===== src/rtl/branch_pkg.sv =====
// -----------------------------------------------------------------------------
// branch_pkg
// Shared definitions for the branch resolution stage: conditional-branch
// funct3 encodings, the sequential PC step and the resolved-result record
// that travels through the result FIFO.
// -----------------------------------------------------------------------------
package branch_pkg;

  // Conditional-branch funct3 encodings (010/011 are reserved).
  localparam logic [2:0] F3_BEQ  = 3'b000;
  localparam logic [2:0] F3_BNE  = 3'b001;
  localparam logic [2:0] F3_BLT  = 3'b100;
  localparam logic [2:0] F3_BGE  = 3'b101;
  localparam logic [2:0] F3_BLTU = 3'b110;
  localparam logic [2:0] F3_BGEU = 3'b111;

  // Fall-through distance for a not-taken branch.
  localparam int PC_STEP = 4;

  // Widest datapath the result record can carry. Narrower cores keep the
  // target in the low XLEN bits; the upper bits are constant zero and vanish
  // in synthesis.
  localparam int MAX_XLEN = 64;

  typedef struct packed {
    logic                taken;
    logic [MAX_XLEN-1:0] target;
    logic                mispredict;
    logic                illegal;
  } branch_result_t;

endpackage : branch_pkg


===== src/rtl/branch_eval.sv =====
// -----------------------------------------------------------------------------
// branch_eval
// Purely combinational branch evaluation: operand compare, funct3 decode,
// jump override, next-PC target and misprediction flag.
//
// Ports
//   rs1, rs2    in   XLEN  operands
//   funct3      in   3     branch condition
//   is_jump     in   1     JAL/JALR, forces taken
//   pc          in   XLEN  PC of the branch
//   imm         in   XLEN  sign-extended offset
//   pred_taken  in   1     front-end direction guess
//   result      out  rec   {taken, target, mispredict, illegal}
// -----------------------------------------------------------------------------
module branch_eval
  import branch_pkg::*;
#(
  parameter int XLEN = 32  // must not exceed MAX_XLEN
) (
  input  logic [XLEN-1:0] rs1,
  input  logic [XLEN-1:0] rs2,
  input  logic [2:0]      funct3,
  input  logic            is_jump,
  input  logic [XLEN-1:0] pc,
  input  logic [XLEN-1:0] imm,
  input  logic            pred_taken,
  output branch_result_t  result
);

  logic            eq;
  logic            lt;
  logic            ltu;
  logic            taken;
  logic            illegal;
  logic [XLEN-1:0] target;

  always_comb begin
    // NOTE: every variable gets a default before the case so that no path
    // leaves it unassigned; an unassigned path would infer a latch.
    eq      = (rs1 == rs2);
    lt      = ($signed(rs1) < $signed(rs2));
    ltu     = (rs1 < rs2);
    taken   = 1'b0;
    illegal = 1'b0;

    case (funct3)
      F3_BEQ:  taken = eq;
      F3_BNE:  taken = !eq;
      F3_BLT:  taken = lt;
      F3_BGE:  taken = !lt;
      F3_BLTU: taken = ltu;
      F3_BGEU: taken = !ltu;
      default: illegal = 1'b1;  // reserved encodings resolve as not taken
    endcase

    if (is_jump) begin
      taken   = 1'b1;
      illegal = 1'b0;
    end

    // Both sums wrap naturally at XLEN bits.
    target = taken ? (pc + imm) : (pc + XLEN'(PC_STEP));

    result                   = '0;
    result.taken             = taken;
    result.target[XLEN-1:0]  = target;
    result.mispredict        = taken ^ pred_taken;
    result.illegal           = illegal;
  end

endmodule : branch_eval


===== src/rtl/branch_resolve_unit.sv =====
// -----------------------------------------------------------------------------
// branch_resolve_unit
// Branch resolution stage between execute and PC-redirect/retire. Each
// accepted request is evaluated by branch_eval and the result is queued in a
// DEPTH-entry FIFO (1-cycle latency, no bypass). Retired mispredictions are
// counted in a saturating counter.
//
// Ports
//   Clk               in   1      clock, rising edge
//   Reset_n           in   1      synchronous active-low reset
//   In_Valid/Ready    in/out 1    request handshake
//   Rs1_Data,Rs2_Data in   XLEN   operands
//   Branch_Funct3     in   3      branch condition
//   Is_Jump           in   1      unconditional jump
//   Pc, Imm           in   XLEN   branch PC and offset
//   Pred_Taken        in   1      front-end prediction
//   Flush             in   1      discard all buffered results
//   Out_Valid/Ready   out/in 1    result handshake
//   Taken, Target     out  1/XLEN resolved direction and next PC
//   Mispredict        out  1      Taken != Pred_Taken
//   Illegal           out  1      reserved funct3 seen
//   Mispredict_Count  out  CNT_W  retired mispredictions, saturating
// -----------------------------------------------------------------------------
module branch_resolve_unit
  import branch_pkg::*;
#(
  parameter int XLEN  = 32,
  parameter int DEPTH = 2,   // 1..4, need not be a power of two
  parameter int CNT_W = 16
) (
  input  logic             Clk,
  input  logic             Reset_n,
  input  logic             In_Valid,
  output logic             In_Ready,
  input  logic [XLEN-1:0]  Rs1_Data,
  input  logic [XLEN-1:0]  Rs2_Data,
  input  logic [2:0]       Branch_Funct3,
  input  logic             Is_Jump,
  input  logic [XLEN-1:0]  Pc,
  input  logic [XLEN-1:0]  Imm,
  input  logic             Pred_Taken,
  input  logic             Flush,
  output logic             Out_Valid,
  input  logic             Out_Ready,
  output logic             Taken,
  output logic [XLEN-1:0]  Target,
  output logic             Mispredict,
  output logic             Illegal,
  output logic [CNT_W-1:0] Mispredict_Count
);

  localparam int PTR_W    = (DEPTH > 1) ? $clog2(DEPTH) : 1;
  localparam int COUNT_W  = $clog2(DEPTH + 1);
  localparam logic [PTR_W-1:0]   LAST_PTR = PTR_W'(DEPTH - 1);
  localparam logic [COUNT_W-1:0] FULL_CNT = COUNT_W'(DEPTH);

  branch_result_t      eval_result;
  branch_result_t      mem [DEPTH];
  logic [PTR_W-1:0]    wr_ptr;
  logic [PTR_W-1:0]    rd_ptr;
  logic [COUNT_W-1:0]  count;
  logic                push;
  logic                pop;

  // Wrap explicitly so non-power-of-two depths work.
  function automatic logic [PTR_W-1:0] next_ptr(input logic [PTR_W-1:0] p);
    return (p == LAST_PTR) ? '0 : p + 1'b1;
  endfunction

  branch_eval #(
    .XLEN (XLEN)
  ) u_eval (
    .rs1        (Rs1_Data),
    .rs2        (Rs2_Data),
    .funct3     (Branch_Funct3),
    .is_jump    (Is_Jump),
    .pc         (Pc),
    .imm        (Imm),
    .pred_taken (Pred_Taken),
    .result     (eval_result)
  );

  // Ready looks only at the stored count, never at Out_Ready, so a full FIFO
  // stays closed even in a cycle where the head is being popped.
  assign In_Ready  = Reset_n && (count < FULL_CNT);
  assign Out_Valid = (count != '0);

  // Flush wins over both handshakes in the same cycle.
  assign push = In_Valid && In_Ready && !Flush;
  assign pop  = Out_Valid && Out_Ready && !Flush;

  // NOTE: the storage array has no reset; occupancy is tracked by count and
  // the outputs are zeroed while empty, so stale contents are never visible.
  always_ff @(posedge Clk) begin
    if (push) begin
      mem[wr_ptr] <= eval_result;
    end
  end

  // NOTE: sequential state uses non-blocking assignments so every register
  // samples pre-edge values regardless of statement order.
  always_ff @(posedge Clk) begin
    if (!Reset_n) begin
      wr_ptr <= '0;
      rd_ptr <= '0;
      count  <= '0;
    end else if (Flush) begin
      wr_ptr <= '0;
      rd_ptr <= '0;
      count  <= '0;
    end else begin
      if (push) wr_ptr <= next_ptr(wr_ptr);
      if (pop)  rd_ptr <= next_ptr(rd_ptr);
      case ({push, pop})
        2'b10:   count <= count + 1'b1;
        2'b01:   count <= count - 1'b1;
        default: ;  // idle or push+pop: occupancy unchanged
      endcase
    end
  end

  // Counts mispredictions as they retire (pop), not as they are resolved.
  always_ff @(posedge Clk) begin
    if (!Reset_n) begin
      Mispredict_Count <= '0;
    end else if (pop && mem[rd_ptr].mispredict && (Mispredict_Count != '1)) begin
      Mispredict_Count <= Mispredict_Count + 1'b1;
    end
  end

  // Head data is gated to zero while the FIFO is empty.
  assign Taken      = Out_Valid && mem[rd_ptr].taken;
  assign Target     = Out_Valid ? XLEN'(mem[rd_ptr].target) : '0;
  assign Mispredict = Out_Valid && mem[rd_ptr].mispredict;
  assign Illegal    = Out_Valid && mem[rd_ptr].illegal;

endmodule : branch_resolve_unit


===== config.mk =====
export PLATFORM = sky130hd
export DESIGN_NAME = branch_resolve_unit
export DESIGN_NICKNAME = d
export VERILOG_FILES = /design/src/rtl/branch_pkg.sv /design/src/rtl/branch_eval.sv /design/src/rtl/branch_resolve_unit.sv
export SDC_FILE = /design/constraint.sdc
export NUM_CORES = 1
export LEC_CHECK = 0
export ABC_CLOCK_PERIOD_IN_PS = 3590
export BUFFER_PORTS_ARGS = -buffer_cell sky130_fd_sc_hd__buf_4
export CORE_UTILIZATION = 28
export CTS_CLUSTER_SIZE = 12
export DETAILED_ROUTE_END_ITERATION = 10
export MAX_ROUTING_LAYER = met4
export PLACE_DENSITY = 0.49
export SKIP_CTS_REPAIR_TIMING = 1
export SLEW_MARGIN = 10
export SYNTH_ARGS = -nofsm -noshare
export SYNTH_HDL_FRONTEND = slang
export SYNTH_HIERARCHICAL = 1
export SYNTH_SLANG_ARGS = --single-unit

===== constraint.sdc =====
create_clock -name Clk -period 3.59 [get_ports Clk]
set_input_delay 0.8975 -clock Clk [delete_from_list [all_inputs] [get_ports Clk]]
set_output_delay 0.8975 -clock Clk [all_outputs]
set_load 0.01 [all_outputs]

==> results.cfg <==
[global_route]
grt_max_degree = 40
grt_pass1_vias = 5910
grt_pass1_wl_mm = 30.3
antenna_found_initial = 0
globalRouteOverflowTotal = 0
gr-usage-all-layers_pct = 15.2

[placement]
port_buffers = 190
dp_hpwl_mm = 15.6
placed_cells = 1304
place_congestion = 0.819
dp_slack_ns = -0.136

[clock_network]
h-tree-depth = 3
cts_tree = done
root_buffer = clkbuf_16
clk-insertion-delay-late_ns = 0.33
cts_max_path_buffers = 2
clkTransAtPathRegs_ns = 0.06
cts_made_buffers = 9
numClockSinks = 91

[die]
fp.coreArea_mm2 = 0.0246
die_y_um = 161
ioPinCount = 191
die_w_um = 161
num_rows = 57
initial_utilization_pct = 28.8
fp.dieArea_mm2 = 0.0260

[routing]
ant_nets = 0
vias = 6196
drt-vias-per-instance = 4.70
wl_met2_mm = 8.98
wl_per_cell_um = 14.6
wl_met3_um = 785
drt_first_pass_iters = 4
wl_met1_mm = 9.30
drt-initial-drc-count = 307
drc_errors = 0
dr.max_layer_used = met4
wirelength_mm = 19.2

[worst_setup_path]
startpoint_type = input port
worst_setup_path_end_kind = flip-flop
regToRegSetupSlack_ns = 1.22
path_class = input port to flip-flop
r2r_end = Mispredict_Count[8]
slowest_delay_ns = 0.38
path_cells = buf_4, ha_1, a2111oi_2, o21ai_1, o21a_1, and4_4, o31ai_2, o21ai_2, a221oi_4, xor2_1, o21ai_0
slowest_stage = a2111oi_2
critPathRequiredTime_ns = 3.69
worst_r2r_path_depth = 4
cp_max_fo = 4
crit_arrival_ns = 3.50

[power]
ir_worst_vdd_v = 0.000186
powerDensity_mw_per_mm2 = 308
p_leak_nw = 4.01

[min_path]
min_from = Mispredict_Count[14]
min_path_type = flip-flop to flip-flop
hold_end = Mispredict_Count[14]
hold_depth = 2

[logic_synthesis]
ys_warn_count = 6
syn_nets = 971
synth.avg_cell_area_um2 = 9.26
synth_area_mm2 = 0.00710
synth_cells = 766

[timing]
max-slew-margin-rel_pct = 36.2
drv_slew = 0
period_share_pct = 94.8
hold_viol = 0
fmax_ghz = 0.294
fin_crit_ns = 3.40
finalSetupViolCount = 0
rsz0062_at_grt = false
fin_ws_ns = 0.186
finClkSkew_ns = 0.00604
worst_pin_slew_ns = 0.955
hold_slack_ns = 0.495

[cells_and_area]
stdcell_count = 1318
final_nets = 1196
multiInputGateArea_mm2 = 0.00428
final-seq-area_mm2 = 0.00252
antenna_cells = 0
fillers = 2561
layout-drive-gt1-share_pct = 27.9
syn2layout_area_growth_pct = 33.7

[flow_run]
drv_cap = 0

[outcome]
status = finished clean
==> power by group <==
group,switching (mW),leakage [nW],internal [mW]
Combinational,0.421,3.07,0.403
Sequential,0.00647,0.805,1.20
Clock,0.365,0.133,0.529
==> worst max-delay path by stage <==
| stage | start | endpoint | slack (ns) | cells past startpoint |
|---|---|---|---|---|
| detailed placement | Rs1_Data[15] | mem[1][5] | -0.14 | 13 |
| global placement | Rs1_Data[15] | mem[1][5] | -0.15 | 13 |
| floorplan | Pc[18] | mem[0][33] | 0.28 | 10 |
| global route | Rs1_Data[15] | mem[0][30] | 0.007 | 12 |
| finish | Pc[9] | mem[1][30] | 0.19 | 11 |
| CTS | Rs1_Data[15] | mem[1][5] | 0.22 | 13 |
==> layout make-up <==
cell class / instances / area share (%)
clock inverters: 5 / 0.593
repair buffers: 239 / 19.2
well taps: 324 / 4.27
multi-input cells: 601 / 45.1
inverters: 49 / 1.94
flip-flops and latches: 91 / 26.6
clock buffers: 9 / 2.37
==> metal layers <==
layer,vias up,global-route usage [%]
met4,0,2.87
met1,2819,20.4
li1,3241,-
met2,125,24.5
met5,-,-
met3,11,1.90
==> critical path, delay by kind of cell <==
kind,cells,cell delay (ns)
xor+xnor,1,0.10
simple gates,1,0.21
buf+inv,1,0.13
compound gates,7,1.83
fa+ha+maj,1,0.32
==> registers in the layout (all words and copies together), names as in the netlist, named ones only <==
| register | cells |
|---|---|
| Mispredict_Count | 16 |
| wr_ptr | 1 |
| mem | 70 |
| count | 2 |
| rd_ptr | 1 |
==> metrics by stage <==
stage | total power [mW] | setup TNS (ns) | area (um2) | util, %
after detailed placement | 2.05 | -1.76 | 9210 | 37.4
after global routing | 3.09 | 0 | 9490 | 38.6
after CTS | 2.96 | 0 | 9490 | 38.6
final | 2.92 | 0 | 9490 | 38.6
after floorplan | 1.70 | 0 | 7100 | -
after global placement | 2.05 | -1.77 | 9210 | 37.4
==> placed cells by master (no fill, tap or decap), types with 14 or more instances in the layout <==
master / instances
nand4_1: 15
nand3_1: 21
ha_1: 66
xnor2_1: 36
edfxtp_1: 70
nand2b_1: 16
dfxtp_1: 20
mux2i_1: 44
nand2_1: 63
a21o_1: 14
and3_1: 16
nor2_1: 80
xor2_1: 19
a21oi_1: 64
inv_1: 48
buf_4: 237
o21ai_0: 28
No activity file was read; power rests on OpenSTA's default activity.
